===== config.mk =====
export PLATFORM = sky130hd
export DESIGN_NAME = lc3_mem_ctrl
export DESIGN_NICKNAME = d
export VERILOG_FILES = /design/src/rtl/lc3_mem_ctrl.sv
export SDC_FILE = /design/constraint.sdc
export NUM_CORES = 1
export LEC_CHECK = 0
export BUFFER_PORTS_ARGS = -buffer_cell sky130_fd_sc_hd__buf_2
export CORE_MARGIN = 2
export CORE_UTILIZATION = 48
export DETAILED_ROUTE_END_ITERATION = 12
export GPL_TIMING_DRIVEN = 0
export PLACE_DENSITY = 0.8
export SLEW_MARGIN = 15
export SYNTH_ARGS = -nofsm -noshare
export SYNTH_HDL_FRONTEND = slang
export SYNTH_SLANG_ARGS = --single-unit

===== constraint.sdc =====
create_clock -name Clk -period 2.28 [get_ports Clk]
set_input_delay 0.342 -clock Clk [delete_from_list [all_inputs] [get_ports Clk]]
set_output_delay 0.342 -clock Clk [all_outputs]
set_load 0.01 [all_outputs]

===== src/rtl/lc3_mem_ctrl.sv =====
// LC-3 memory / memory-mapped I/O controller: fixed-wait-state SRAM accesses
// and single-cycle accesses to the switch/hex register at IO_ADDR.
module lc3_mem_ctrl #(
  parameter int unsigned WAIT_STATES = 2,
  parameter logic [15:0] IO_ADDR     = 16'hFFFF
) (
  input  logic        Clk,
  input  logic        Reset,
  input  logic        MEM_EN,
  input  logic        WE,
  input  logic [15:0] MAR,
  input  logic [15:0] MDR,
  input  logic [15:0] SW,
  input  logic [15:0] SRAM_RDATA,
  output logic [15:0] MDR_In,
  output logic        R,
  output logic [15:0] HEX_Out,
  output logic [15:0] SRAM_ADDR,
  output logic [15:0] SRAM_WDATA,
  output logic        SRAM_DQ_OE,
  output logic        SRAM_CE_N,
  output logic        SRAM_OE_N,
  output logic        SRAM_WE_N
);

  localparam int unsigned DATA_W = 16;
  localparam int unsigned CNT_W  = 4;

  typedef enum logic [1:0] {
    IDLE   = 2'd0,
    ACCESS = 2'd1,
    DONE   = 2'd2
  } state_e;

  state_e              state_q;
  logic [CNT_W-1:0]    cnt_q;
  logic                we_q;
  logic                r_q;
  logic [DATA_W-1:0]   mdr_in_q;
  logic [DATA_W-1:0]   hex_q;
  logic [DATA_W-1:0]   addr_q;
  logic [DATA_W-1:0]   wdata_q;
  logic                dq_oe_q;
  logic                ce_n_q;
  logic                oe_n_q;
  logic                we_n_q;
  logic                io_hit;

  assign io_hit = (MAR == IO_ADDR);

  // Access sequencer; every output comes straight from a register below.
  always_ff @(posedge Clk) begin
    if (Reset) begin
      state_q  <= IDLE;
      cnt_q    <= '0;
      we_q     <= 1'b0;
      r_q      <= 1'b0;
      mdr_in_q <= '0;
      hex_q    <= '0;
      addr_q   <= '0;
      wdata_q  <= '0;
      dq_oe_q  <= 1'b0;
      ce_n_q   <= 1'b1;
      oe_n_q   <= 1'b1;
      we_n_q   <= 1'b1;
    end else begin
      r_q <= 1'b0;
      case (state_q)
        IDLE: begin
          if (MEM_EN) begin
            we_q    <= WE;
            wdata_q <= MDR;
            if (io_hit) begin
              state_q <= DONE;
              r_q     <= 1'b1;
              if (WE) begin
                hex_q <= MDR;
              end else begin
                mdr_in_q <= SW;
              end
            end else begin
              state_q <= ACCESS;
              addr_q  <= MAR;
              cnt_q   <= CNT_W'(WAIT_STATES);
              ce_n_q  <= 1'b0;
              if (WE) begin
                we_n_q  <= 1'b0;
                dq_oe_q <= 1'b1;
              end else begin
                oe_n_q <= 1'b0;
              end
            end
          end
        end
        ACCESS: begin
          // Strobes, address and data stay put until the wait count expires.
          if (cnt_q != '0) begin
            cnt_q <= cnt_q - CNT_W'(1);
          end else begin
            if (!we_q) begin
              mdr_in_q <= SRAM_RDATA;
            end
            ce_n_q  <= 1'b1;
            oe_n_q  <= 1'b1;
            we_n_q  <= 1'b1;
            dq_oe_q <= 1'b0;
            r_q     <= 1'b1;
            state_q <= DONE;
          end
        end
        DONE: begin
          state_q <= IDLE;
        end
        default: begin
          state_q <= IDLE;
        end
      endcase
    end
  end

  assign MDR_In     = mdr_in_q;
  assign R          = r_q;
  assign HEX_Out    = hex_q;
  assign SRAM_ADDR  = addr_q;
  assign SRAM_WDATA = wdata_q;
  assign SRAM_DQ_OE = dq_oe_q;
  assign SRAM_CE_N  = ce_n_q;
  assign SRAM_OE_N  = oe_n_q;
  assign SRAM_WE_N  = we_n_q;

endmodule


Word-level counts from Yosys, hierarchy flattened
Index checks and enable logic that the tools add are counted.
{"block": "classes", "n_addsub": 1, "n_eq_ne": 10, "muxes": 35, "n_bitwise": 1, "reduce_logical": 12}
{"cell": "$mux 16", "n": 5}
{"cell": "$pmux 16 s2", "n": 1}
{"cell": "$eq 16x16->1 const B", "n": 1}
{"cell": "$mux 1", "n": 16}
{"cell": "$ne 2x2->1 const B", "n": 8}
{"cell": "$mux 4", "n": 3}
{"cell": "$reduce_and 4->1", "n": 3}
{"cell": "$pmux 1 s2", "n": 5}
{"cell": "$reduce_and 5->1", "n": 2}
{"cell": "$pmux 4 s2", "n": 1}
{"cell": "$mux 2", "n": 3}
{"cell": "$reduce_and 6->1", "n": 1}
{"cell": "$pmux 2 s2", "n": 1}
{"cell": "$reduce_and 2->1", "n": 2}
{"cell": "$reduce_bool 4->1", "n": 1}
{"cell": "$sub 4x1->4 const B", "n": 1}
{"cell": "$reduce_and 3->1", "n": 1}
{"cell": "$eq 2x1->1 const B", "n": 1}
{"cell": "$logic_not 2->1", "n": 1}
{"cell": "$reduce_bool 2->1", "n": 1}
{"cell": "$not 1->1", "n": 1}
{"block": "totals", "reg_bits": 76, "input_bits": 68, "out_inout_bits": 69, "word_cells": 71}

Longest topological paths before layout
{"block": "logic_depth", "ltp_word": 4, "mapped_depth": 8, "ltp_nobuf": 6}

Least setup slack after synthesis
OpenSTA, ideal clock, no wires.
{"block": "synth_path", "path_kind": "input to register", "startpoint": "in MAR[15]", "endpoint": "reg hex_q[15], in the netlist HEX_Out[15]", "setup_ns": 0.132, "arrival_time_ns": 1.550, "t_required_ns": 2.148, "path_slack_ns": 0.598, "path_stages": 6, "path_buffers": 2, "cell_sequence": "nand4_1 -> or4_1 -> buf_2 -> buf_2 -> o21ai_1 -> a21oi_1"}
{"block": "synth_between", "elab_chain_cells": 2}
{"item": "start: declaration", "line": "11", "text": "input logic [15:0] MAR,"}
{"item": "$eq 16x16->1", "line": "49", "text": "assign io_hit = (MAR == IO_ADDR);"}
{"item": "$reduce_and 4->1 (no source line)"}
{"item": "end signal: assignment", "line": "59", "text": "hex_q <= '0;"}
{"item": "end signal: assignment", "line": "77", "text": "hex_q <= MDR;"}
{"item": "end: declaration", "line": "40", "text": "logic [DATA_W-1:0] hex_q;"}
Every way passes these cells.
A chain may end at the register's enable or synchronous reset.

Worst setup path in the final report
{"block": "layout_path", "startpoint": "reg cnt_q[0]", "endpoint": "reg mdr_in_q[11], in the netlist MDR_In[11]"}
{"block": "layout_between", "elab_chain_cells": 3}
{"item": "start: declaration", "line": "36", "text": "logic [CNT_W-1:0] cnt_q;"}
{"item": "start signal: assignment", "line": "84", "text": "cnt_q <= CNT_W'(WAIT_STATES);"}
{"item": "start signal: assignment", "line": "98", "text": "cnt_q <= cnt_q - CNT_W'(1);"}
{"item": "$reduce_bool 4->1", "line": "97", "text": "if (cnt_q != '0) begin"}
{"item": "$ne 2x2->1 (no source line)"}
{"item": "$reduce_and 6->1 (no source line)"}
{"item": "end signal: assignment", "line": "58", "text": "mdr_in_q <= '0;"}
{"item": "end signal: assignment", "line": "79", "text": "mdr_in_q <= SW;"}
{"item": "end signal: assignment", "line": "101", "text": "mdr_in_q <= SRAM_RDATA;"}
{"item": "end: declaration", "line": "39", "text": "logic [DATA_W-1:0] mdr_in_q;"}
Every way passes these cells.

==> reports/summary.txt <==
====================================================================================
Post-Syn Instances                                                               387
DR vias                                                                         3472
Clock transition at path regs                                                0.08 ns
Initial antenna violation count                                                    0
Critical-path maximum fanout                                                      10
Drt wl/cell                                                                 14.95 um
End of the worst register-to-register path                                MDR_In[11]
Later-pin clock latency in the skew report                                   0.34 ns
Area of all sequential standard cells                                   0.001521 mm^2
Net count of the finished layout                                                 603
Die Y                                                                       86.56 um
First-pass GRT wire length                                                  14.49 mm
Origin of the critical flop-to-flop path                                    cnt_q[0]
Pre-CTS setup slack                                                        0.2942 ns
Max Cap Violations                                                                 0
YS warnings                                                                        0
Unique cell type count in the Yosys netlist                                       39
Dpl cells                                                                        602
Count of H-tree levels built during CTS                                            3
Multi-input combinational cell area                                     0.001543 mm^2
Achievable Freq                                                            500.3 MHz
TritonCTS clock tree                                                           built
Number of synthesized register bits                                               76
Total I/O pin count                                                              137
Hold Vio Cnt, Final                                                                0
Wire length reported by the detailed router                                 9.238 mm
Kind of path behind the tightest hold check                                   in2reg
Number of enable flip-flop cells after synthesis                                   0
Number of global-route vias before repair                                       3239
Commonest cells in the netlist                                          sky130_fd_sc_hd__dfxtp_1 (76), sky130_fd_sc_hd__nand2_1 (59), sky130_fd_sc_hd__a21oi_1 (50)
Number of antenna cells inserted                                                   0
Depth of the worst register-to-register path                                       8
Full die area                                                           0.007493 mm^2
Most instantiated flip-flop cell in the synthesis netlist               sky130_fd_sc_hd__dfxtp_1
Slew HR                                                                       60.39%
Synthesis-to-layout area growth                                               30.29%
Filler Cells Inserted                                                            608
Power density cells                                                     767.0 mW/mm^2
Launching instance or port of the critical path                             cnt_q[0]
Detailed-routing iteration count for the pre-antenna-repair pass                   4
Post-cts gate resize count                                                         0
Total design power                                                        0.003269 W
WS Path Type                                                                 reg2reg
Most instantiated library cell after synthesis                          sky130_fd_sc_hd__dfxtp_1
Slack of the worst reg-to-reg path                                           0.28 ns
Setup slack of the critical path after layout                              0.2813 ns
Area inside the core boundary                                           0.006681 mm^2
Category of the worst setup path capture point                             flip-flop
Initial cell density of the core                                              48.97%
Placer's final routability congestion estimate                                0.9026
Final setup violation count                                                        0
Bufs on Longest Clock Path                                                         2
Post-CTS repair timing setup buffer count                                          0
Unrepaired setup endpoints after global routing                                   no
ANT nets after route                                                               0
Slew at the pin with the worst max-slew slack                              0.5791 ns
Clock root buffer                                                       sky130_fd_sc_hd__clkbuf_8
Total global-route track usage                                                24.29%
Number of max-slew violations in the final report                                  0
Detailed router's first-iteration violation count                                189
Area leader, netlist                                                    sky130_fd_sc_hd__dfxtp_1
Pin count of the biggest net entering global routing                              14
Floorplan die width                                                         86.56 um
Synth Area per Inst                                                       8.454 um^2
Layout Skew                                                              0.008886 ns
Min Tclk post-route                                                         1.999 ns
Outcome                                                                 finished clean
Layout cell share with drive strength beyond 1                                32.53%
Number of cells in the finished layout apart from fillers                        618
Number of buffers added on ports                                                 135
Endpoint required time on the critical path                                  2.52 ns
Area contributors post-synth                                            sky130_fd_sc_hd__dfxtp_1 (47%), sky130_fd_sc_hd__a21oi_1 (7.6%), sky130_fd_sc_hd__nand2_1 (6.8%)
Post-route DRC violation count                                                     0
Std-Cell Rows                                                                     30
Global route overflow                                                              0
Sequential element share of the synthesized area                              46.50%
Proportion of synthesized flip-flops having asynchronous set or reset             0%
Area share of the largest cell type after synthesis                           46.50%
Post-Route Setup TNS                                                            0 ns
# clock sinks                                                                     76
Summed instance area of the synthesized netlist                         0.003272 mm^2
Post-cts hold buffer count                                                         0
Period utilization                                                            87.66%
Final core area utilization                                                   63.80%
Capturing instance or port of the critical path                           MDR_In[11]
Vias per std cell                                                              5.618
Arrival time reported for the critical path endpoint                         2.24 ns
IR Drop Worst-Case VDD                                                     0.3301 mV
CP startpoint kind                                                         flip-flop
Leakage power                                                               1.875 nW
HPWL after detailed placement                                               7.042 mm
Synthesized Nets                                                                 457
TritonCTS buffer count                                                             9
====================================================================================
report_power, final:
group / internal [W] / total [W] / switching [W] / leakage, nW
clock: 0.000619 / 0.00111 / 0.000492 / 0.111
combinational: 0.000269 / 0.000681 / 0.000412 / 1.14
sequential: 0.00142 / 0.00148 / 0.0000539 / 0.621
total: 0.00231 / 0.00327 / 0.000958 / 1.87
per-stage QoR:
step | instance area [um^2] | hold slack, ns
2_1_floorplan | 3272 | 0.4574
3_3_place_gp | 4048 | 0.4289
3_5_place_dp | 4048 | 0.4328
4_1_cts | 4263 | 0.2369
5_1_grt | 4263 | 0.2541
6_report | 4263 | 0.2462
registers in the layout, summed over array words and instances, names as in the netlist:
signal and cells:
HEX_Out 16, MDR_In 16, SRAM_ADDR 16, SRAM_WDATA 16, cnt_q 4, state_q 2
R 1, SRAM_CE_N 1, SRAM_DQ_OE 1, SRAM_OE_N 1, SRAM_WE_N 1, we_q 1
final cells by class:
cell class	count	share of cell area [%]
clock inverters	6	2.055
plain buffers	39	4.256
well taps	80	2.348
flip-flops and latches	76	35.69
repair buffers	135	15.85
clock buffers	10	2.994
inverters	7	0.6164
multi-input cells	265	36.19
how the worst min path moves through the flow:
stage	start	endpoint	slack (ns)	cells after the start
2_1_floorplan	we_q	we_q	0.46	2
3_3_place_gp	SRAM_CE_N	SRAM_CE_N	0.43	2
3_5_place_dp	SRAM_CE_N	SRAM_CE_N	0.43	2
4_1_cts	MDR[15]	SRAM_WDATA[15]	0.24	3
5_1_grt	MDR[15]	SRAM_WDATA[15]	0.25	3
6_report	MDR[15]	SRAM_WDATA[15]	0.25	3
routing by layer:
metal  GRT usage, %  up-vias  wire length, um
met2          40.63      176             4368
met1          30.79     1586             3947
li1               -     1694                -
met3          3.810       16              704
met5              0        -                0
met4          11.22        0              218
cells in the final DEF, fill, tap and decap left out, drive strengths merged, types with 2 or more instances in the layout:
cell type and count:
buf 154, dfxtp 76, nand2 59, a21oi 50, nand3 33, clkbuf 30, o21ai 19, a211oi 18
nor2b 16, a31oi 16, a311oi 15, inv 8, nor2 5, nand4 5, mux2i 4, nand3b 3
clkinv 3, a41oi 2, o21a 2, a221oi 2, ha 2, bufinv 2, o41ai 2, nor3b 2
nor4 2
logic make-up after synthesis:
family / synth area share (%)
AO/OA/AOI/OAI: 25.12
flip-flops: 46.50
buffers and inverters: 6.348
adder cells (fa/ha/maj): 0.7647
multiplexers: 1.224
AND/OR/NAND/NOR: 20.04
worst max-delay path, stage by stage, from the launching register on:
cell and delay (ns):
sky130_fd_sc_hd__dfxtp_1 0.33, sky130_fd_sc_hd__inv_1 0.08, sky130_fd_sc_hd__ha_1 0.20, sky130_fd_sc_hd__nand4bb_1 0.12
sky130_fd_sc_hd__buf_2 0.18, sky130_fd_sc_hd__o21ai_1 0.30, sky130_fd_sc_hd__buf_2 0.30, sky130_fd_sc_hd__a31oi_1 0.11
sky130_fd_sc_hd__a311oi_1 0.28
Power figures use the tool's default switching activity.
